$ cat src/rtl/i3c_transfer_sequencer.sv
// I3C transfer sequencer: breaks a transfer command into single PHY primitives
// (start, header, ACK, data, stop), issuing one pulse at a time and waiting for PHY completion.
module i3c_transfer_sequencer #(
  parameter int ISSUE_GAP = 4,
  parameter int LEN_W     = 8
) (
  input  logic             clk,
  input  logic             rst,
  input  logic             cmd_valid,
  output logic             cmd_ready,
  input  logic [6:0]       cmd_addr,
  input  logic             cmd_rnw,
  input  logic [LEN_W-1:0] cmd_len,
  input  logic             cmd_stop,
  input  logic [7:0]       tx_data,
  input  logic             tx_valid,
  output logic             tx_ready,
  output logic [7:0]       rx_data,
  output logic             rx_valid,
  input  logic             rx_ready,
  output logic             done_valid,
  output logic             done_nack,
  output logic             done_early,
  output logic [LEN_W-1:0] done_count,
  output logic             busy,
  output logic             phy_start,
  output logic             phy_repeated_start,
  output logic             phy_stop,
  output logic             phy_datatx,
  output logic             phy_datarx,
  output logic             phy_acknack_noh,
  output logic [8:0]       phy_data_in,
  output logic             phy_data_in_last,
  input  logic             phy_busy,
  input  logic [8:0]       phy_data_out,
  input  logic             phy_acknack_rcvd
);
  typedef enum logic [3:0] {IDLE, START, HDR, ACK, WR, RD, RD_HOLD, STOP, DONE, WAIT} state_t;
  localparam int GAP_W = $clog2(ISSUE_GAP + 1);

  state_t           state_q, state_d, prim_q, prim_d, fin;
  logic [6:0]       addr_q, addr_d;
  logic             rnw_q, rnw_d, stop_q, stop_d, bus_held_q, bus_held_d;
  logic [LEN_W-1:0] len_q, len_d, count_q, count_d, cnt_inc;
  logic             seen_q, seen_d;
  logic [GAP_W-1:0] gap_q, gap_d;
  logic             nack_q, nack_d, early_q, early_d;
  logic [7:0]       rx_data_q, rx_data_d;
  logic             rx_valid_q, rx_valid_d, tx_ready_q, tx_ready_d;
  logic             cmd_ready_q, cmd_ready_d, busy_q, busy_d, done_valid_q, done_valid_d;
  logic             start_q, start_d, rstart_q, rstart_d, pstop_q, pstop_d;
  logic             datatx_q, datatx_d, datarx_q, datarx_d, acknack_q, acknack_d;
  logic [8:0]       data_in_q, data_in_d;
  logic             last_q, last_d, issue;

  always_comb begin
    state_d = state_q;   prim_d = prim_q;
    addr_d = addr_q;     rnw_d = rnw_q;   len_d = len_q;   stop_d = stop_q;
    count_d = count_q;   bus_held_d = bus_held_q;
    seen_d = seen_q;     gap_d = gap_q;
    nack_d = nack_q;     early_d = early_q;
    rx_data_d = rx_data_q;
    rx_valid_d = rx_valid_q & ~rx_ready;
    tx_ready_d = 1'b0;
    start_d = 1'b0; rstart_d = 1'b0; pstop_d = 1'b0;
    datatx_d = 1'b0; datarx_d = 1'b0; acknack_d = 1'b0;
    data_in_d = data_in_q; last_d = 1'b0;
    cnt_inc = count_q + LEN_W'(1);
    fin = stop_q ? STOP : DONE;
    case (state_q)
      IDLE: if (cmd_valid && cmd_ready_q) begin
        addr_d = cmd_addr; rnw_d = cmd_rnw; len_d = cmd_len; stop_d = cmd_stop;
        count_d = '0; nack_d = 1'b0; early_d = 1'b0;
        state_d = START;
      end
      START: if (!phy_busy) begin
        rstart_d = bus_held_q;
        start_d  = ~bus_held_q;
      end
      HDR: if (!phy_busy) begin
        datatx_d  = 1'b1;
        data_in_d = {addr_q, rnw_q, 1'b1};
      end
      ACK: if (!phy_busy) acknack_d = 1'b1;
      WR: if (!phy_busy && tx_valid) begin
        tx_ready_d = 1'b1;
        datatx_d   = 1'b1;
        data_in_d  = {tx_data, ~^tx_data};
        last_d     = (cnt_inc == len_q);
        count_d    = cnt_inc;
      end
      // An unconsumed rx byte stalls here; the PHY keeps SCL held meanwhile.
      RD, RD_HOLD: begin
        if (rx_valid_q && !rx_ready) state_d = RD_HOLD;
        else if (!phy_busy)          datarx_d = 1'b1;
        else                         state_d = RD;
      end
      STOP: if (!phy_busy) pstop_d = 1'b1;
      DONE: begin
        bus_held_d = ~(stop_q | nack_q);
        state_d    = IDLE;
      end
      WAIT: begin
        if (phy_busy)     seen_d = 1'b1;
        else if (!seen_q) gap_d = gap_q + GAP_W'(1);
        if (!phy_busy && (seen_q || gap_q == GAP_W'(ISSUE_GAP - 1))) begin
          case (prim_q)
            START: state_d = HDR;
            HDR:   state_d = ACK;
            ACK: begin
              if (phy_acknack_rcvd) begin
                nack_d  = 1'b1;
                state_d = STOP;
              end else if (len_q == '0) state_d = fin;
              else                      state_d = rnw_q ? RD : WR;
            end
            WR: state_d = (count_q == len_q) ? fin : WR;
            RD: begin
              rx_data_d  = phy_data_out[8:1];
              rx_valid_d = 1'b1;
              count_d    = cnt_inc;
              if (!phy_data_out[0] && cnt_inc < len_q) begin
                early_d = 1'b1;
                state_d = fin;
              end else begin
                state_d = (cnt_inc == len_q) ? fin : RD;
              end
            end
            default: state_d = DONE;
          endcase
        end
      end
      default: state_d = IDLE;
    endcase
    issue = start_d | rstart_d | pstop_d | datatx_d | datarx_d | acknack_d;
    if (issue) begin
      state_d = WAIT;
      prim_d  = (state_q == RD_HOLD) ? RD : state_q;
      seen_d  = 1'b0;
      gap_d   = '0;
    end
    cmd_ready_d  = (state_d == IDLE);
    busy_d       = (state_d != IDLE);
    done_valid_d = (state_d == DONE);
  end

  always_ff @(posedge clk) begin
    if (rst) begin
      state_q <= IDLE;  prim_q <= IDLE;
      addr_q <= '0;     rnw_q <= 1'b0;  len_q <= '0;  stop_q <= 1'b0;
      count_q <= '0;    bus_held_q <= 1'b0;
      seen_q <= 1'b0;   gap_q <= '0;
      nack_q <= 1'b0;   early_q <= 1'b0;
      rx_data_q <= '0;  rx_valid_q <= 1'b0;  tx_ready_q <= 1'b0;
      cmd_ready_q <= 1'b0; busy_q <= 1'b0;   done_valid_q <= 1'b0;
      start_q <= 1'b0;  rstart_q <= 1'b0;    pstop_q <= 1'b0;
      datatx_q <= 1'b0; datarx_q <= 1'b0;    acknack_q <= 1'b0;
      data_in_q <= '0;  last_q <= 1'b0;
    end else begin
      state_q <= state_d;  prim_q <= prim_d;
      addr_q <= addr_d;    rnw_q <= rnw_d;  len_q <= len_d;  stop_q <= stop_d;
      count_q <= count_d;  bus_held_q <= bus_held_d;
      seen_q <= seen_d;    gap_q <= gap_d;
      nack_q <= nack_d;    early_q <= early_d;
      rx_data_q <= rx_data_d; rx_valid_q <= rx_valid_d; tx_ready_q <= tx_ready_d;
      cmd_ready_q <= cmd_ready_d; busy_q <= busy_d; done_valid_q <= done_valid_d;
      start_q <= start_d;  rstart_q <= rstart_d; pstop_q <= pstop_d;
      datatx_q <= datatx_d; datarx_q <= datarx_d; acknack_q <= acknack_d;
      data_in_q <= data_in_d; last_q <= last_d;
    end
  end

  assign cmd_ready          = cmd_ready_q;
  assign tx_ready           = tx_ready_q;
  assign rx_data            = rx_data_q;
  assign rx_valid           = rx_valid_q;
  assign done_valid         = done_valid_q;
  assign done_nack          = nack_q;
  assign done_early         = early_q;
  assign done_count         = count_q;
  assign busy               = busy_q;
  assign phy_start          = start_q;
  assign phy_repeated_start = rstart_q;
  assign phy_stop           = pstop_q;
  assign phy_datatx         = datatx_q;
  assign phy_datarx         = datarx_q;
  assign phy_acknack_noh    = acknack_q;
  assign phy_data_in        = data_in_q;
  assign phy_data_in_last   = last_q;
endmodule

$ cat config.mk
export PLATFORM = sky130hd
export DESIGN_NAME = i3c_transfer_sequencer
export DESIGN_NICKNAME = d
export VERILOG_FILES = /design/src/rtl/i3c_transfer_sequencer.sv
export SDC_FILE = /design/constraint.sdc
export NUM_CORES = 1
export LEC_CHECK = 0
export BUFFER_PORTS_ARGS = -buffer_cell sky130_fd_sc_hd__buf_2
export CAP_MARGIN = 20
export CORE_UTILIZATION = 50
export CTS_BUF_LIST = sky130_fd_sc_hd__clkbuf_4
export CTS_CLUSTER_DIAMETER = 200
export CTS_CLUSTER_SIZE = 25
export DETAILED_ROUTE_END_ITERATION = 10
export PLACE_DENSITY = 0.78
export SLEW_MARGIN = 10
export SYNTH_ARGS = -nofsm -noshare
export SYNTH_HDL_FRONTEND = slang
export SYNTH_SLANG_ARGS = --single-unit
$ cat constraint.sdc
create_clock -name clk -period 2.6 [get_ports clk]
set_input_delay 0.13 -clock clk [delete_from_list [all_inputs] [get_ports clk]]
set_output_delay 0.13 -clock clk [all_outputs]
set_load 0.03 [all_outputs]
==> results of run 1 <==
## kinds of logic (layout without fill, tap and decap cells)
logic type,count (synthesis),count (layout),share of synthesized area [%]
AO/OA/AOI/OAI,88,88,16.2
AND/OR/NAND/NOR,174,174,25.2
buffers and inverters,36,159,4.31
multiplexers,13,13,3.86
flip-flops,69,69,40.6
adder cells (fa/ha/maj),11,11,4.05
XOR/XNOR,22,22,5.67
## stage by stage
stage                     TNS (ns)  util, %
after global routing        -0.201     70.2
after global placement           0     61.1
final                            0     70.2
after CTS                  -0.0296     67.8
after floorplan                  0        -
after detailed placement   -0.0475     61.1
## cell type report
cell class	instances	area share, %
Clock inverter	5	1.68
Tap cell	77	2.13
Sequential cell	69	30.7
Timing Repair Buffer	131	18.8
Clock buffer	10	1.66
Inverter	13	1.08
Multi-Input combinational cell	308	43.9
## cell usage after synthesis (all sizes together), types with 3 or more instances
library cell	n	area share [%]
a211oi	12	2.7
a21oi	44	6.5
a22oi	7	1.5
and2	3	0.55
buf	4	0.77
clkbuf	19	2.1
dfxtp	69	41
ha	11	4.0
inv	13	1.4
mux2i	12	3.5
nand2	63	7.0
nand2b	7	1.3
nand3	9	1.3
nand3b	4	0.88
nor2	44	4.9
nor2b	3	0.55
nor3	15	2.4
nor4	5	0.92
o211ai	3	0.66
o21a	3	0.66
o21ai	5	0.74
or3	3	0.55
or4	3	0.77
xnor2	9	2.3
xor2	13	3.3
## timing repair
item	CTS	global route
hold endpoints to repair	27	0
cloned	0	0
pin swaps	0	14
resized for setup	3	26
setup endpoints to repair	3	6
buffers inserted	0	5
hold buffers	27	0
## per-layer routing
| layer | vias to the layer above | GRT usage (%) | share of wire [%] |
|---|---|---|---|
| met5 | - | 0 | 0 |
| met4 | 0 | 8.94 | 2.1 |
| met3 | 20 | 7.87 | 6.2 |
| met2 | 116 | 48.7 | 49 |
| met1 | 1622 | 32.0 | 42 |
| li1 | 1678 | - | - |
## worst max-delay path: cells and delay by family, from the launching register on
kind	cells	cell delay (ns)
buffers and inverters	1	0.22
flip-flops	1	0.41
XOR/XNOR	1	0.17
adder cells (fa/ha/maj)	1	0.32
AO/OA/AOI/OAI	4	0.69
AND/OR/NAND/NOR	5	0.62
## state kept, by name, summed over array words and instances, names as in the netlist, 3 cells and up
signal       count
phy_data_in      9
done_count       8
len_q            8
rx_data          8
addr_q           7
prim_q           4
state_q          4
gap_q            3
## worst max-delay path by stage
| stage | from | end | depth (start not counted) |
|---|---|---|---|
| floorplan | done_count[4]$_SDFFE_PP0P_ | busy$_SDFF_PP0_ | 11 |
| global placement | done_count[1]$_SDFFE_PP0P_ | cmd_ready$_SDFF_PP0_ | 11 |
| detailed placement | done_count[1]$_SDFFE_PP0P_ | cmd_ready$_SDFF_PP0_ | 11 |
| CTS | done_count[1]$_SDFFE_PP0P_ | done_valid$_SDFF_PP0_ | 11 |
| global route | done_count[0]$_SDFFE_PP0P_ | busy$_SDFF_PP0_ | 12 |
| finish | done_count[0]$_SDFFE_PP0P_ | busy$_SDFF_PP0_ | 12 |
## where the power goes
group | internal, uW | switching, uW | total, uW
clock | 391 | 374 | 765
combinational | 185 | 224 | 409
sequential | 1080 | 32.3 | 1120
total | 1660 | 630 | 2290
==> impl_metrics.env, run 1 <==
export IMPL_num_io_pins=80
export IMPL_die_w_um=84.5
export IMPL_cp_arrival_ns=2.86
export IMPL_place_inst=566
export IMPL_initial_core_util_pct=52.6
export IMPL_cp_required_ns=2.90
export IMPL_ys_ff_latch=69
export IMPL_critical_path_startpoint_type="flip-flop"
export IMPL_finalInstanceArea_mm2=0.00453
export IMPL_gr_total_overflow=0
export IMPL_wirelength_um=9490
export IMPL_layout_min_cycle_time_ns=2.56
export IMPL_clkTransAtPathRegs_ns=0.11
export IMPL_core_area_mm2=0.00646
export IMPL_antenna_cells=0
export IMPL_synthToLayoutAreaGrowth_pct=33.3
export IMPL_multi_input_area_mm2=0.00199
export IMPL_async_flop_share_pct=0
export IMPL_grt_pass1_wl_um=15500
export IMPL_fin_ws_ns=0.0398
export IMPL_r2r_start="done_count[0]$_SDFFE_PP0P_"
export IMPL_fin_cells=613
export IMPL_finalSetupViolations=0
export IMPL_synth_cells=413
export IMPL_htreeDepth=3
export IMPL_r2r_setup_slack_ns=0.04
export IMPL_min_from="tx_data[2]"
export IMPL_maxSlewHeadroom_pct=45.0
export IMPL_drv_slew=0
export IMPL_grt_max_degree=44
export IMPL_synth_edf_count=0
export IMPL_post_dp_cell_area_mm2=0.00395
export IMPL_cp_cell_sequence="nand3_4 -> nor2_4 -> nand3_2 -> xnor2_2 -> ha_1 -> nand4_1 -> buf_4 -> a211oi_4 -> a211oi_4 -> o221ai_2 -> nand2_2 -> o31a_1"
export IMPL_firstDrtPassIters=7
export IMPL_vias=3436
export IMPL_rows=29
export IMPL_fmax_mhz=391
export IMPL_whs_ns=0.0694
export IMPL_dieArea_mm2=0.00713
export IMPL_rsz0062_at_grt="yes"
export IMPL_power_density_mw_per_mm2=505
export IMPL_finalPower_uw=2290
export IMPL_synthesis_area_mm2=0.00340
export IMPL_gp_congestion=0.873
export IMPL_fillers=500
export IMPL_cp_slowest_cell="dfxtp_4"
export IMPL_synthDistinctLibCells=54
export IMPL_clockRootBuffer="clkbuf_4"
export IMPL_post_drt_wl_per_cell_um=15.5
export IMPL_p_leak_uw=0.00190
export IMPL_pre_cts_slack_ns=-0.0261
export IMPL_finalHoldViolations=0
export IMPL_rr_endpoint="busy$_SDFF_PP0_"
export IMPL_clock_path_buffers=2
export IMPL_layout_commonest_cell="buf_2"
export IMPL_cts_made_buffers=9
export IMPL_seq_area_mm2=0.00139
export IMPL_drv_cap=0
export IMPL_synthesis_nets=465
export IMPL_cts_tree="done"
export IMPL_status="complete, but fails checks"
export IMPL_dpl_hpwl_um=6420
export IMPL_worstMarginPinSlew_ns=0.826
export IMPL_violations="design-rule violations"
export IMPL_via_per_inst=5.61
export IMPL_r2r_cells=12
export IMPL_insertion_delay_ns=0.42
export IMPL_criticalPathCategory="reg2reg"
export IMPL_ys_flop_type="dfxtp_1"
export IMPL_cp_max_fo=5
export IMPL_peakVddDrop_mv=0.392
export IMPL_drive_gt1_share_pct=27.8
export IMPL_most_common_layout_cells="buf_2 (79), dfxtp_1 (65), nand2_1 (62), a21oi_1 (42), nor2_1 (39)"
export IMPL_drc_errors=9
export IMPL_crit_path_end_kind="flip-flop"
export IMPL_period_share_pct=98.5
export IMPL_cts_sinks=69
export IMPL_whs_path_depth=3
export IMPL_track_usage_pct=27.5
export IMPL_max_stage_delay_ns=0.41
export IMPL_initialDrtViolationCount=185
export IMPL_yosysWarnings=0
export IMPL_antenna_found_initial=0
export IMPL_nets=584
export IMPL_min_to="phy_data_in[3]$_SDFFE_PP0P_"
export IMPL_die_h_um=84.5
export IMPL_port_buffers=79
export IMPL_drtAntennaViolNets=0
export IMPL_fin_worst_skew_ns=0.0175
export IMPL_min_path_type="in2reg"
export IMPL_crit_path_frequent_cell="a211oi_4"
export IMPL_grt_pass1_vias=3323
export IMPL_synth_seq_area_share_pct=40.6
export IMPL_syn_avg_cell_area_um2=8.23
Note: power is estimated with default switching activity, not from simulation.
==> run 2, diff against run 1 <==
--- a/config.mk
+++ b/config.mk
@@ -5,6 +5,7 @@
 export SDC_FILE = /design/constraint.sdc
 export NUM_CORES = 1
 export LEC_CHECK = 0
+export ABC_AREA = 1
 export BUFFER_PORTS_ARGS = -buffer_cell sky130_fd_sc_hd__buf_2
 export CAP_MARGIN = 20
 export CORE_UTILIZATION = 50
==> impl_metrics.env, run 2 <==
export IMPL_status="complete, but fails checks"
export IMPL_violations="negative setup slack"
export IMPL_drv_slew=0
export IMPL_period_share_pct=101
export IMPL_track_usage_pct=27.0
export IMPL_ys_top_cells_by_count="nand2_1 (91), dfxtp_1 (69), nor2_1 (58)"
export IMPL_clkTransAtPathRegs_ns=0.11
export IMPL_pre_cts_slack_ns=-0.0391
export IMPL_rr_endpoint="busy$_SDFF_PP0_"
export IMPL_criticalPathCategory="reg2reg"
export IMPL_min_from="phy_data_out[6]"
export IMPL_min_path_type="in2reg"
export IMPL_firstDrtPassIters=5
export IMPL_finalHoldViolations=0
export IMPL_fin_ws_ns=-0.0203
export IMPL_layout_commonest_cell="nand2_1"
export IMPL_nets=650
export IMPL_r2r_setup_slack_ns=-0.02
export IMPL_synth_area_leader_cell="dfxtp_1"
export IMPL_place_inst=629
export IMPL_vias=3675
export IMPL_num_io_pins=80
export IMPL_r2r_start="done_count[0]$_SDFFE_PP0P_"
export IMPL_p_leak_uw=0.00217
export IMPL_gr_total_overflow=0
export IMPL_port_buffers=79
export IMPL_largest_reg_flops=9
export IMPL_wirelength_um=10000
export IMPL_cts_made_buffers=9
export IMPL_maxSlewHeadroom_pct=53.2
export IMPL_gp_congestion=0.847
export IMPL_ys_ff_latch=69
export IMPL_cts_tree="done"
export IMPL_synth_seq_area_share_pct=40.1
export IMPL_synth_area_leaders="dfxtp_1 (40%), nand2_1 (9.9%), nor2_1 (6.3%), a21oi_1 (6.2%), inv_1 (5.8%)"
export IMPL_grt_pass1_vias=3400
export IMPL_cp_cell_sequence="nand3_4 -> nand3b_1 -> nor3_2 -> xnor2_1 -> inv_1 -> ha_4 -> nand2_4 -> nor2_4 -> nand4_1 -> nor2_1 -> nand2_1 -> nand3_2 -> nand2_2 -> a21oi_2 -> nand3_2 -> nor2_2 -> nor2_1"
export IMPL_r2r_cells=17
export IMPL_yosysTopAreaCellShare_pct=40.1
export IMPL_clockRootBuffer="clkbuf_4"
export IMPL_initialDrtViolationCount=319
export IMPL_fin_cells=680
export IMPL_htreeDepth=3
export IMPL_drv_cap=0
export IMPL_cp_max_fo=5
export IMPL_finalInstanceArea_mm2=0.00457
export IMPL_most_common_layout_cells="nand2_1 (82), buf_2 (79), dfxtp_1 (66), nor2_1 (54), inv_1 (53)"
export IMPL_rows=29
export IMPL_drc_errors=0
export IMPL_die_h_um=85.0
export IMPL_die_w_um=85.0
export IMPL_drive_gt1_share_pct=28.0
export IMPL_cp_slowest_cell="dfxtp_4"
export IMPL_whs_path_depth=3
export IMPL_yosysMostFrequentCell="nand2_1"
export IMPL_drtAntennaViolNets=0
export IMPL_peakVddDrop_mv=0.299
export IMPL_antenna_found_initial=0
export IMPL_ys_flop_type="dfxtp_1"
export IMPL_layout_min_cycle_time_ns=2.62
export IMPL_syn_avg_cell_area_um2=7.21
export IMPL_synth_cells=478
export IMPL_max_stage_delay_ns=0.42
export IMPL_crit_path_end_kind="flip-flop"
export IMPL_synth_edf_count=0
export IMPL_synthToLayoutAreaGrowth_pct=32.4
export IMPL_min_to="rx_data[5]$_SDFFE_PP0P_"
export IMPL_initial_core_util_pct=53.1
export IMPL_cp_arrival_ns=2.92
export IMPL_post_dp_cell_area_mm2=0.00394
export IMPL_power_density_mw_per_mm2=484
export IMPL_fmax_mhz=382
export IMPL_cts_sinks=69
export IMPL_dpl_hpwl_um=6410
export IMPL_antenna_cells=0
export IMPL_grt_pass1_wl_um=15300
export IMPL_yosysWarnings=0
export IMPL_core_area_mm2=0.00649
export IMPL_worstMarginPinSlew_ns=0.702
export IMPL_clock_path_buffers=2
export IMPL_synthesis_area_mm2=0.00345
export IMPL_via_per_inst=5.40
export IMPL_grt_max_degree=28
export IMPL_rsz0062_at_grt="yes"
export IMPL_dieArea_mm2=0.00723
export IMPL_critical_path_startpoint_type="flip-flop"
export IMPL_post_drt_wl_per_cell_um=14.7
export IMPL_finalSetupViolations=1
export IMPL_insertion_delay_ns=0.41
export IMPL_fin_worst_skew_ns=0.0193
export IMPL_synthesis_nets=530
export IMPL_cp_required_ns=2.90
export IMPL_finalPower_uw=2210
export IMPL_synthDistinctLibCells=40
export IMPL_async_flop_share_pct=0
## run 2: cell count changes after synthesis, moves of 5 or more
cell	before	now
a211oi_1	12	0
a22oi_1	7	1
a31oi_1	0	9
clkbuf_1	19	8
inv_1	13	53
inv_2	0	10
mux2i_1	12	0
nand2_1	62	91
nand2b_1	7	0
nand3_1	9	21
nor2_1	43	58
o21ai_0	5	37
xor2_1	13	8
## run 2: cell type report
cell class / count / area (um2)
Clock inverter: 4 / 48.8
Timing Repair Buffer: 121 / 781
Tap cell: 77 / 96.3
Sequential cell: 69 / 1390
Multi-Input combinational cell: 333 / 1920
Clock buffer: 12 / 90.1
Inverter: 64 / 243
Fill cell: 507 / 1930
## run 2: worst max-delay path by stage
stage	startpoint	end	slack [ns]	cells past startpoint
3_5_place_dp	done_count[0]$_SDFFE_PP0P_	busy$_SDFF_PP0_	-0.04	19
2_1_floorplan	done_count[2]$_SDFFE_PP0P_	busy$_SDFF_PP0_	0.09	19
5_1_grt	done_count[0]$_SDFFE_PP0P_	busy$_SDFF_PP0_	-0.14	19
4_1_cts	done_count[1]$_SDFFE_PP0P_	busy$_SDFF_PP0_	0.01	19
3_3_place_gp	done_count[0]$_SDFFE_PP0P_	busy$_SDFF_PP0_	0.11	19
6_report	done_count[0]$_SDFFE_PP0P_	busy$_SDFF_PP0_	-0.02	17
## run 2: critical path: cells and delay by family, from the launching register on
family / cells / cell delay [ns]
adders and majority gates: 1 / 0.29
buffers and inverters: 1 / 0.10
AOI/OAI and AO/OA: 1 / 0.15
DFF: 1 / 0.42
and+or+nand+nor: 13 / 1.39
xor gates and xnor gates: 1 / 0.14
## run 2: metrics by stage
step,hold slack (ns),util [%],TNS [ns]
floorplan,0.206,-,0
global placement,0.355,60.7,0
detailed placement,0.361,60.7,-0.0391
CTS,0.00154,67.5,0
global route,0.000654,70.3,-0.252
finish,0.0123,70.3,-0.0203
## run 2: logic make-up after synthesis
logic type               share of synthesized area (%)
adder cells (fa/ha/maj)                           3.99
XOR/XNOR                                          4.57
AND/OR/NAND/NOR                                   26.8
flip-flops                                        40.1
AO/OA/AOI/OAI                                     16.0
buffers and inverters                             8.64
## run 2: timing repair
action,4_1_cts,5_1_grt
hold buffers,28,0
pin swaps,1,20
hold endpoints to repair,29,0
setup buffers,2,5
endpoints found under the setup margin,2,7
gates resized for setup,3,33
## run 2: report_power, final
group	switching, uW	total (uW)	internal, uW	leakage [uW]
registers	25.8	1110	1090	0.000561
logic	232	387	155	0.00153
clock network	382	707	325	0.0000813
total	640	2210	1570	0.00217
## run 2: layer usage
metal	GRT usage (%)	vias up	part of all wire (%)
li1	-	1793	-
met1	32.6	1679	42
met2	45.1	164	47
met3	6.23	39	6.7
met4	13.6	0	4.0
met5	0	-	0
